$ cat src/rtl/serial_addsub_unit_pkg.sv
// Shared types and constants for the bit-serial adder/subtractor and its
// single-bit arithmetic cell.
package addsub_pkg;

   typedef enum logic [1:0] {
      IDLE,
      RUN,
      DONE
   } state_t;

   localparam logic MODE_ADD  = 1'b0;
   localparam logic MODE_SUB  = 1'b1;
   localparam logic MODE_HALF = 1'b0;
   localparam logic MODE_FULL = 1'b1;

   // Width of a counter that must hold the values 0..width.
   function automatic int cnt_width(input int width);
      return $clog2(width + 1);
   endfunction

endpackage

$ cat src/rtl/serial_addsub_unit_if.sv
// Request/result bundle between the operand source and the serial add/sub unit.
interface serial_addsub_unit_if #(
   parameter int WIDTH = 8
);

   logic             start;
   logic             modeAddSubtract;
   logic             modeHalfFull;
   logic [WIDTH-1:0] a;
   logic [WIDTH-1:0] b;
   logic             carryborrowIn;
   logic             busy;
   logic             done;
   logic [WIDTH-1:0] sumdiff;
   logic             carryborrowOut;
   logic             overflow;

   modport master (
      output start, modeAddSubtract, modeHalfFull, a, b, carryborrowIn,
      input  busy, done, sumdiff, carryborrowOut, overflow
   );

   modport slave (
      input  start, modeAddSubtract, modeHalfFull, a, b, carryborrowIn,
      output busy, done, sumdiff, carryborrowOut, overflow
   );

endinterface

$ cat src/rtl/serial_addsub_unit_bit_cell.sv
// Combinational one-bit full adder / full subtractor; subtract computes a - b - c
// and reports the borrow.
module addsub_bit_cell
   import addsub_pkg::*;
(
   input  logic a,
   input  logic b,
   input  logic c,
   input  logic modeAddSubtract,
   output logic result,
   output logic carryborrowOut
);

   assign result = a ^ b ^ c;

   assign carryborrowOut = (modeAddSubtract == MODE_SUB)
                         ? ((~a & b) | (c & ~(a ^ b)))
                         : (( a & b) | (c &  (a ^ b)));

endmodule

$ cat src/rtl/serial_addsub_unit.sv
// Bit-serial adder/subtractor: one operand bit per clock, LSB first, through a
// single add/sub cell with a carry/borrow flip-flop.
module serial_addsub_unit
   import addsub_pkg::*;
#(
   parameter int WIDTH = 8
) (
   input  logic                 clk,
   input  logic                 resetN,
   serial_addsub_unit_if.slave  bus
);

   localparam int CW = cnt_width(WIDTH);

   state_t           state_q, state_d;
   logic [WIDTH-1:0] a_q, a_d;
   logic [WIDTH-1:0] b_q, b_d;
   logic [WIDTH-1:0] res_q, res_d;
   logic [WIDTH-1:0] sumdiff_q, sumdiff_d;
   logic [CW-1:0]    cnt_q, cnt_d;
   logic             sub_q, sub_d;
   logic             carry_q, carry_d;
   logic             cbo_q, cbo_d;
   logic             ovf_q, ovf_d;

   logic             bit_res;
   logic             bit_cb;
   logic             last_bit;
   logic             ovf_bit;

   addsub_bit_cell u_cell (
      .a               (a_q[0]),
      .b               (b_q[0]),
      .c               (carry_q),
      .modeAddSubtract (sub_q),
      .result          (bit_res),
      .carryborrowOut  (bit_cb)
   );

   assign last_bit = (cnt_q == CW'(WIDTH - 1));

   // On the last bit a_q[0]/b_q[0] are the operand MSBs and bit_res is the result MSB.
   assign ovf_bit = (sub_q == MODE_SUB)
                  ? ((a_q[0] != b_q[0]) && (bit_res != a_q[0]))
                  : ((a_q[0] == b_q[0]) && (bit_res != a_q[0]));

   // NOTE: every signal gets its hold value first so no path leaves it unassigned (no latches).
   always_comb begin
      state_d   = state_q;
      a_d       = a_q;
      b_d       = b_q;
      res_d     = res_q;
      sumdiff_d = sumdiff_q;
      cnt_d     = cnt_q;
      sub_d     = sub_q;
      carry_d   = carry_q;
      cbo_d     = cbo_q;
      ovf_d     = ovf_q;
      unique case (state_q)
         IDLE: begin
            if (bus.start) begin
               state_d = RUN;
               a_d     = bus.a;
               b_d     = bus.b;
               sub_d   = bus.modeAddSubtract;
               carry_d = bus.carryborrowIn & (bus.modeHalfFull == MODE_FULL);
               cnt_d   = '0;
               res_d   = '0;
            end
         end
         RUN: begin
            a_d     = a_q >> 1;
            b_d     = b_q >> 1;
            carry_d = bit_cb;
            res_d   = WIDTH'({bit_res, res_q} >> 1);
            cnt_d   = cnt_q + CW'(1);
            if (last_bit) begin
               state_d   = DONE;
               sumdiff_d = res_d;
               cbo_d     = bit_cb;
               ovf_d     = ovf_bit;
            end
         end
         DONE:    state_d = IDLE;
         default: state_d = IDLE;
      endcase
   end

   // NOTE: state registers use non-blocking assignments so all flops update together.
   always_ff @(posedge clk or negedge resetN) begin
      if (!resetN) begin
         state_q   <= IDLE;
         a_q       <= '0;
         b_q       <= '0;
         res_q     <= '0;
         sumdiff_q <= '0;
         cnt_q     <= '0;
         sub_q     <= 1'b0;
         carry_q   <= 1'b0;
         cbo_q     <= 1'b0;
         ovf_q     <= 1'b0;
      end else begin
         state_q   <= state_d;
         a_q       <= a_d;
         b_q       <= b_d;
         res_q     <= res_d;
         sumdiff_q <= sumdiff_d;
         cnt_q     <= cnt_d;
         sub_q     <= sub_d;
         carry_q   <= carry_d;
         cbo_q     <= cbo_d;
         ovf_q     <= ovf_d;
      end
   end

   assign bus.busy           = (state_q != IDLE);
   assign bus.done           = (state_q == DONE);
   assign bus.sumdiff        = sumdiff_q;
   assign bus.carryborrowOut = cbo_q;
   assign bus.overflow       = ovf_q;

endmodule

$ cat src/flat_wrapper.sv
// flat-port wrapper written by rule: the top's interface ports become plain ports
module serial_addsub_unit_flat import addsub_pkg::*;
#(
   parameter int WIDTH = 8
)
  (clk, resetN, bus_start, bus_modeAddSubtract, bus_modeHalfFull, bus_a, bus_b, bus_carryborrowIn, bus_busy, bus_done, bus_sumdiff, bus_carryborrowOut, bus_overflow);
  serial_addsub_unit_if #(.WIDTH(WIDTH)) bus_i ();
  input  logic clk;
  input  logic resetN;
  input wire logic [$bits(bus_i.start)-1:0] bus_start;
  input wire logic [$bits(bus_i.modeAddSubtract)-1:0] bus_modeAddSubtract;
  input wire logic [$bits(bus_i.modeHalfFull)-1:0] bus_modeHalfFull;
  input wire logic [$bits(bus_i.a)-1:0] bus_a;
  input wire logic [$bits(bus_i.b)-1:0] bus_b;
  input wire logic [$bits(bus_i.carryborrowIn)-1:0] bus_carryborrowIn;
  output wire logic [$bits(bus_i.busy)-1:0] bus_busy;
  output wire logic [$bits(bus_i.done)-1:0] bus_done;
  output wire logic [$bits(bus_i.sumdiff)-1:0] bus_sumdiff;
  output wire logic [$bits(bus_i.carryborrowOut)-1:0] bus_carryborrowOut;
  output wire logic [$bits(bus_i.overflow)-1:0] bus_overflow;
  assign bus_i.start = bus_start;
  assign bus_i.modeAddSubtract = bus_modeAddSubtract;
  assign bus_i.modeHalfFull = bus_modeHalfFull;
  assign bus_i.a = bus_a;
  assign bus_i.b = bus_b;
  assign bus_i.carryborrowIn = bus_carryborrowIn;
  assign bus_busy = bus_i.busy;
  assign bus_done = bus_i.done;
  assign bus_sumdiff = bus_i.sumdiff;
  assign bus_carryborrowOut = bus_i.carryborrowOut;
  assign bus_overflow = bus_i.overflow;
  serial_addsub_unit #(.WIDTH(WIDTH)) u_core (.clk(clk), .resetN(resetN), .bus(bus_i));
endmodule
$ cat config.mk
export PLATFORM = sky130hd
export DESIGN_NAME = serial_addsub_unit_flat
export DESIGN_NICKNAME = d
export VERILOG_FILES = /design/src/rtl/serial_addsub_unit_pkg.sv /design/src/rtl/serial_addsub_unit_if.sv /design/src/rtl/serial_addsub_unit_bit_cell.sv /design/src/rtl/serial_addsub_unit.sv /design/src/flat_wrapper.sv
export SDC_FILE = /design/constraint.sdc
export NUM_CORES = 1
export LEC_CHECK = 0
export CAP_MARGIN = 20
export CELL_PAD_IN_SITES_DETAIL_PLACEMENT = 0
export CELL_PAD_IN_SITES_GLOBAL_PLACEMENT = 1
export CORE_ASPECT_RATIO = 1.75
export CORE_UTILIZATION = 44
export CTS_BUF_LIST = sky130_fd_sc_hd__clkbuf_4
export CTS_CLUSTER_DIAMETER = 80
export DETAILED_ROUTE_END_ITERATION = 12
export PLACE_DENSITY = 0.86
export SKIP_CTS_REPAIR_TIMING = 1
export SLEW_MARGIN = 20
export SYNTH_ARGS = -nofsm -noshare
export SYNTH_HDL_FRONTEND = slang
export SYNTH_HIERARCHICAL = 1
export SYNTH_SLANG_ARGS = --single-unit
$ cat constraint.sdc
create_clock -name clk -period 3.1 [get_ports clk]
set_input_delay 0.775 -clock clk [delete_from_list [all_inputs] [get_ports clk]]
set_output_delay 0.775 -clock clk [all_outputs]
set_load 0.05 [all_outputs]
# Yosys cells after proc, flatten, opt, wreduce, memory -nomap -nowiden

Cells that the tools add are included.

Equal/unequal tests: 8
Bitwise logic cells: 11
Multiplexer cells: 15
Add/subtract/negate cells: 1
Reductions and logical operators: 9

Operators by type and width:

| operator              | count |
|---|---|
| $pmux W8 S2           | 3 |
| $mux W8               | 3 |
| $pmux W4 S2           | 1 |
| $reduce_and A2 Y1     | 4 |
| $and A1 B1 Y1         | 5 |
| $add A4 B1 Y4 const B | 1 |
| $eq A4 B3 Y1 const B  | 1 |
| $mux W2               | 2 |
| $mux W4               | 1 |
| $pmux W2 S2           | 1 |
| $reduce_bool A2 Y1    | 2 |
| $mux W1               | 3 |
| $eq A2 B1 Y1 const B  | 1 |
| $eq A2 B2 Y1 const B  | 1 |
| $logic_and A1 B1 Y1   | 2 |
| $logic_not A2 Y1      | 1 |
| $ne A1 B1 Y1          | 2 |
| $ne A2 B1 Y1 const B  | 1 |
| $ne A2 B2 Y1 const B  | 1 |
| $not A1 Y1            | 2 |
| $or A1 B1 Y1          | 2 |
| $pmux W1 S2           | 1 |
| $xor A1 B1 Y1         | 2 |
| $eq A1 B1 Y1          | 1 |

Input bits: 22
Bits in registers: 42
Logic and storage cells: 54
Output and inout port bits: 12

# Longest topological paths before layout

Depth after elaboration: 6
Gate-level depth with buffers: 5
Mapped depth without buffers: 5

# Hierarchy

The synthesis kept the hierarchy.

Modules (own cells, without submodules):

| module             | sequential area each (um^2) | instances | area each (um^2) | cells an instance |
|---|---|---|---|---|
| serial_addsub_unit | 1026.0                      | 1         | 1722.9           | 162 |
| addsub_bit_cell    | 0.0                         | 1         | 61.3             | 6 |

# Worst setup path after synthesis

No wires, ideal clock.

Path kind: register -> output
Start: reg u_core.state_q[0]
End: out bus_done
Arrival: 1.135 ns
Slack: 1.190 ns
Buffers on the path: 0
Data required time: 2.325 ns
Cell stages (with the launch flop): 2
Path through: dfrtp_1 -> nor2b_1

Cells in the longest elaborated chain, start to end: 1

Ends and longest elaborated chain:

| element                | line                      | RTL |
|---|---|---|
| start, declared        | serial_addsub_unit.sv:15  | `state_t state_q, state_d;` |
| start signal, assigned | serial_addsub_unit.sv:103 | `state_q <= state_d;` |
| $eq A2 B2 Y1           | serial_addsub_unit.sv:117 | `assign bus.done = (state_q == DONE);` |
| end, declared          | flat_wrapper.sv:17        | `output wire logic [$bits(bus_i.done)-1:0] bus_done;` |

Every way passes these cells.

# Worst setup path in the final report

Start: reg u_core.state_q[0]
End: out bus_busy

Cells in the longest elaborated chain, start to end: 1

Ends and longest elaborated chain:

| element            | line                      | RTL |
|---|---|---|
| $reduce_bool A2 Y1 | serial_addsub_unit.sv:116 | `assign bus.busy = (state_q != IDLE);` |
| end, declared      | flat_wrapper.sv:16        | `output wire logic [$bits(bus_i.busy)-1:0] bus_busy;` |

Every way passes these cells.

==> qor.txt <==
Yosys reg bits: 41
Synth top area share: 0.5750
Die W: 50.14 um
Synth warn: 6
Reg clk slew, reported paths: 0.12 ns
Hold path depth: 2
Die area: 4324 um2
Seq. cell area: 1026 um2
First-pass GRT wire length: 5927 um
Ports: 34
DR vias/cell: 5.324
Relative slew slack: 0.4014
Power, Total: 2.376 mW
Power Density: 1072 nW/um2
Hold WC Path Type: register to register
Vias in the first global route: 1,271
Final TNS setup: 0 ns
HPWL Detailed: 2412 um
Yosys top cell by area: dfrtp_1
First-pass detailed-route iteration total: 4
Clock root cell: clkbuf_4
CTS tree: yes
Reg2reg path depth: 3
Final setup viols: 0
F_max: 383.7 MHz
Post-layout min period: 2.606 ns
Final ANT Viol Nets: 0
Remaining DRCs: 0
Pre-CTS setup slack: 0.7090 ns
Worst hold slack: 0.4946 ns
Gp weighted congestion: 0.7733
# H-tree levels: 2
Type of the worst setup path: register to output pin
Fillers: 339
Max_cap viols: 0
Seq/Total Area, Yosys: 0.5750
Die Ht: 86.24 um
Clk_lat worst skew: 0.35 ns
Layout cell share with drive strength beyond 1: 0.1188
Setup WS post-layout: 0.4940 ns
Post-Syn Instances: 168
Port bufs: 33
Tcrit/Tclk final: 0.8407
Worst setup SP type: register
Commonest cells in the netlist: dfrtp_1, nand2_1, mux2_2, nand3_1
Final Hold Fails: 0
Number of synthesized flops with an enable pin: 0
Multi-input logic area: 699.4 um2
Maximum clock path buffer count: 2
Sink Count: 41
Overflow left after global routing: 0
Critical Path RT: 2.32 ns
Initial antenna violation count: 0
Synth cell types: 29
Final wirelength: 3652 um
Crit path DAT: 1.83 ns
Net count reported at finish: 226
Ys async rst share: 1.000
Drt initial violations: 44
Core area: 3866 um2
CTS Buf Count: 5
CP max FO: 7
Worst vdd ir: 0.5687 mV
Largest cells by area after synthesis: dfrtp_1, nand2_1, mux2_2
Top_reg_cell synth: dfrtp_1
Rows: 30
Max Transition Viols Final: 0
Largest net degree at the start of global routing: 42
Routed WL per cell: 14.61 um
P&R area growth vs syn: 24.19%
Status: completed
Mapped Avg Cell Area: 10.62 um2
Crit end category: output pin
Synth Net Count: 193
Tightest Pin Transition: 0.8978 ns
Starting Density: 0.4615
Pleak: 1.016 nW
Synth Cell Area: 1784 um2
Aggregate global-route resource usage: 0.1874
Worst Skew: 0.01145 ns
Most frequent cell after synthesis: dfrtp_1
# diodes: 0
Via count: 1,331
RSZ-0062 raised after global routing: false
## state kept, by name, summed over array words and instances, names as in the netlist, 2 cells and up
signal	cells
u_core/cnt_q	4
u_core/bus.sumdiff	8
u_core/b_q	8
u_core/res_q	7
u_core/a_q	8
u_core/state_q	2
## cells in the final DEF, fill, tap and decap left out, types with 2 or more instances in the layout
master	count
dfrtp_1	41
nand3_1	10
mux2_2	10
o21ai_0	2
o21bai_1	2
a22oi_1	5
clkbuf_4	5
nor2b_1	2
mux2i_1	3
o22ai_1	9
clkdlybuf4s50_1	32
nand2b_1	2
nor2_1	9
inv_1	3
fa_1	2
buf_4	2
nor3_1	9
nand2_1	39
## layout make-up
class                   instances  share of cell area
multi-input cells             115              0.3156
clock inverters                 3             0.01863
well taps                      48             0.02710
repair buffers                 35              0.1536
clock buffers                   5             0.01694
inverters                       3            0.005082
flip-flops and latches         41              0.4630
## routing by layer
layer  wire [um]  global-route usage
met1        1592              0.2308
met2        1820              0.3030
met5           0                   0
met4          65             0.08831
met3         175             0.04737
## stage by stage
stage                     utilization  area [um2]  instances
final                          0.5731        2216        250
after floorplan                     -        1784        168
after global placement         0.5528        2137        242
after CTS                      0.5731        2216        250
after detailed placement       0.5528        2137        242
after global routing           0.5731        2216        250
## critical path: stages, from the launching register on
cell and delay, ns:
dfrtp_1 0.47, or2_2 0.32, clkdlybuf4s50_1 0.70
## logic make-up (layout without fill, tap and decap cells)
logic type,count (synthesis),in the layout,share of synthesized area
and+or+nand+nor,78,78,0.2020
buffers and inverters,12,46,0.03296
AOI/OAI and AO/OA,20,20,0.07574
DFF,41,41,0.5750
adders and majority gates,3,3,0.02945
muxes,13,13,0.07995
xor gates and xnor gates,1,1,0.004910
## path summary, 6_finish.rpt
| path | start | to | slack, ns |
|---|---|---|---|
| min reg2reg | u_core/a_q[6] | u_core/a_q[6] | 0.49 |
| max | u_core/state_q[0] | bus_busy | 0.49 |
| min | u_core/a_q[6] | u_core/a_q[6] | 0.49 |
| min in group asynchronous | resetN | u_core/b_q[3] | 0.54 |
| max in group asynchronous | resetN | u_core/b_q[1] | 1.99 |
| max reg2reg | u_core/state_q[1] | u_core/bus.carryborrowOut | 0.92 |
## report_power, final
group          leakage, nW  internal, mW  total (mW)  switching, mW
clock               0.0389         0.167       0.340          0.173
combinational        0.461         0.438        1.08          0.640
sequential           0.516         0.776       0.957          0.181
total                 1.02          1.38        2.38          0.994
Power figures use the tool's default switching activity.
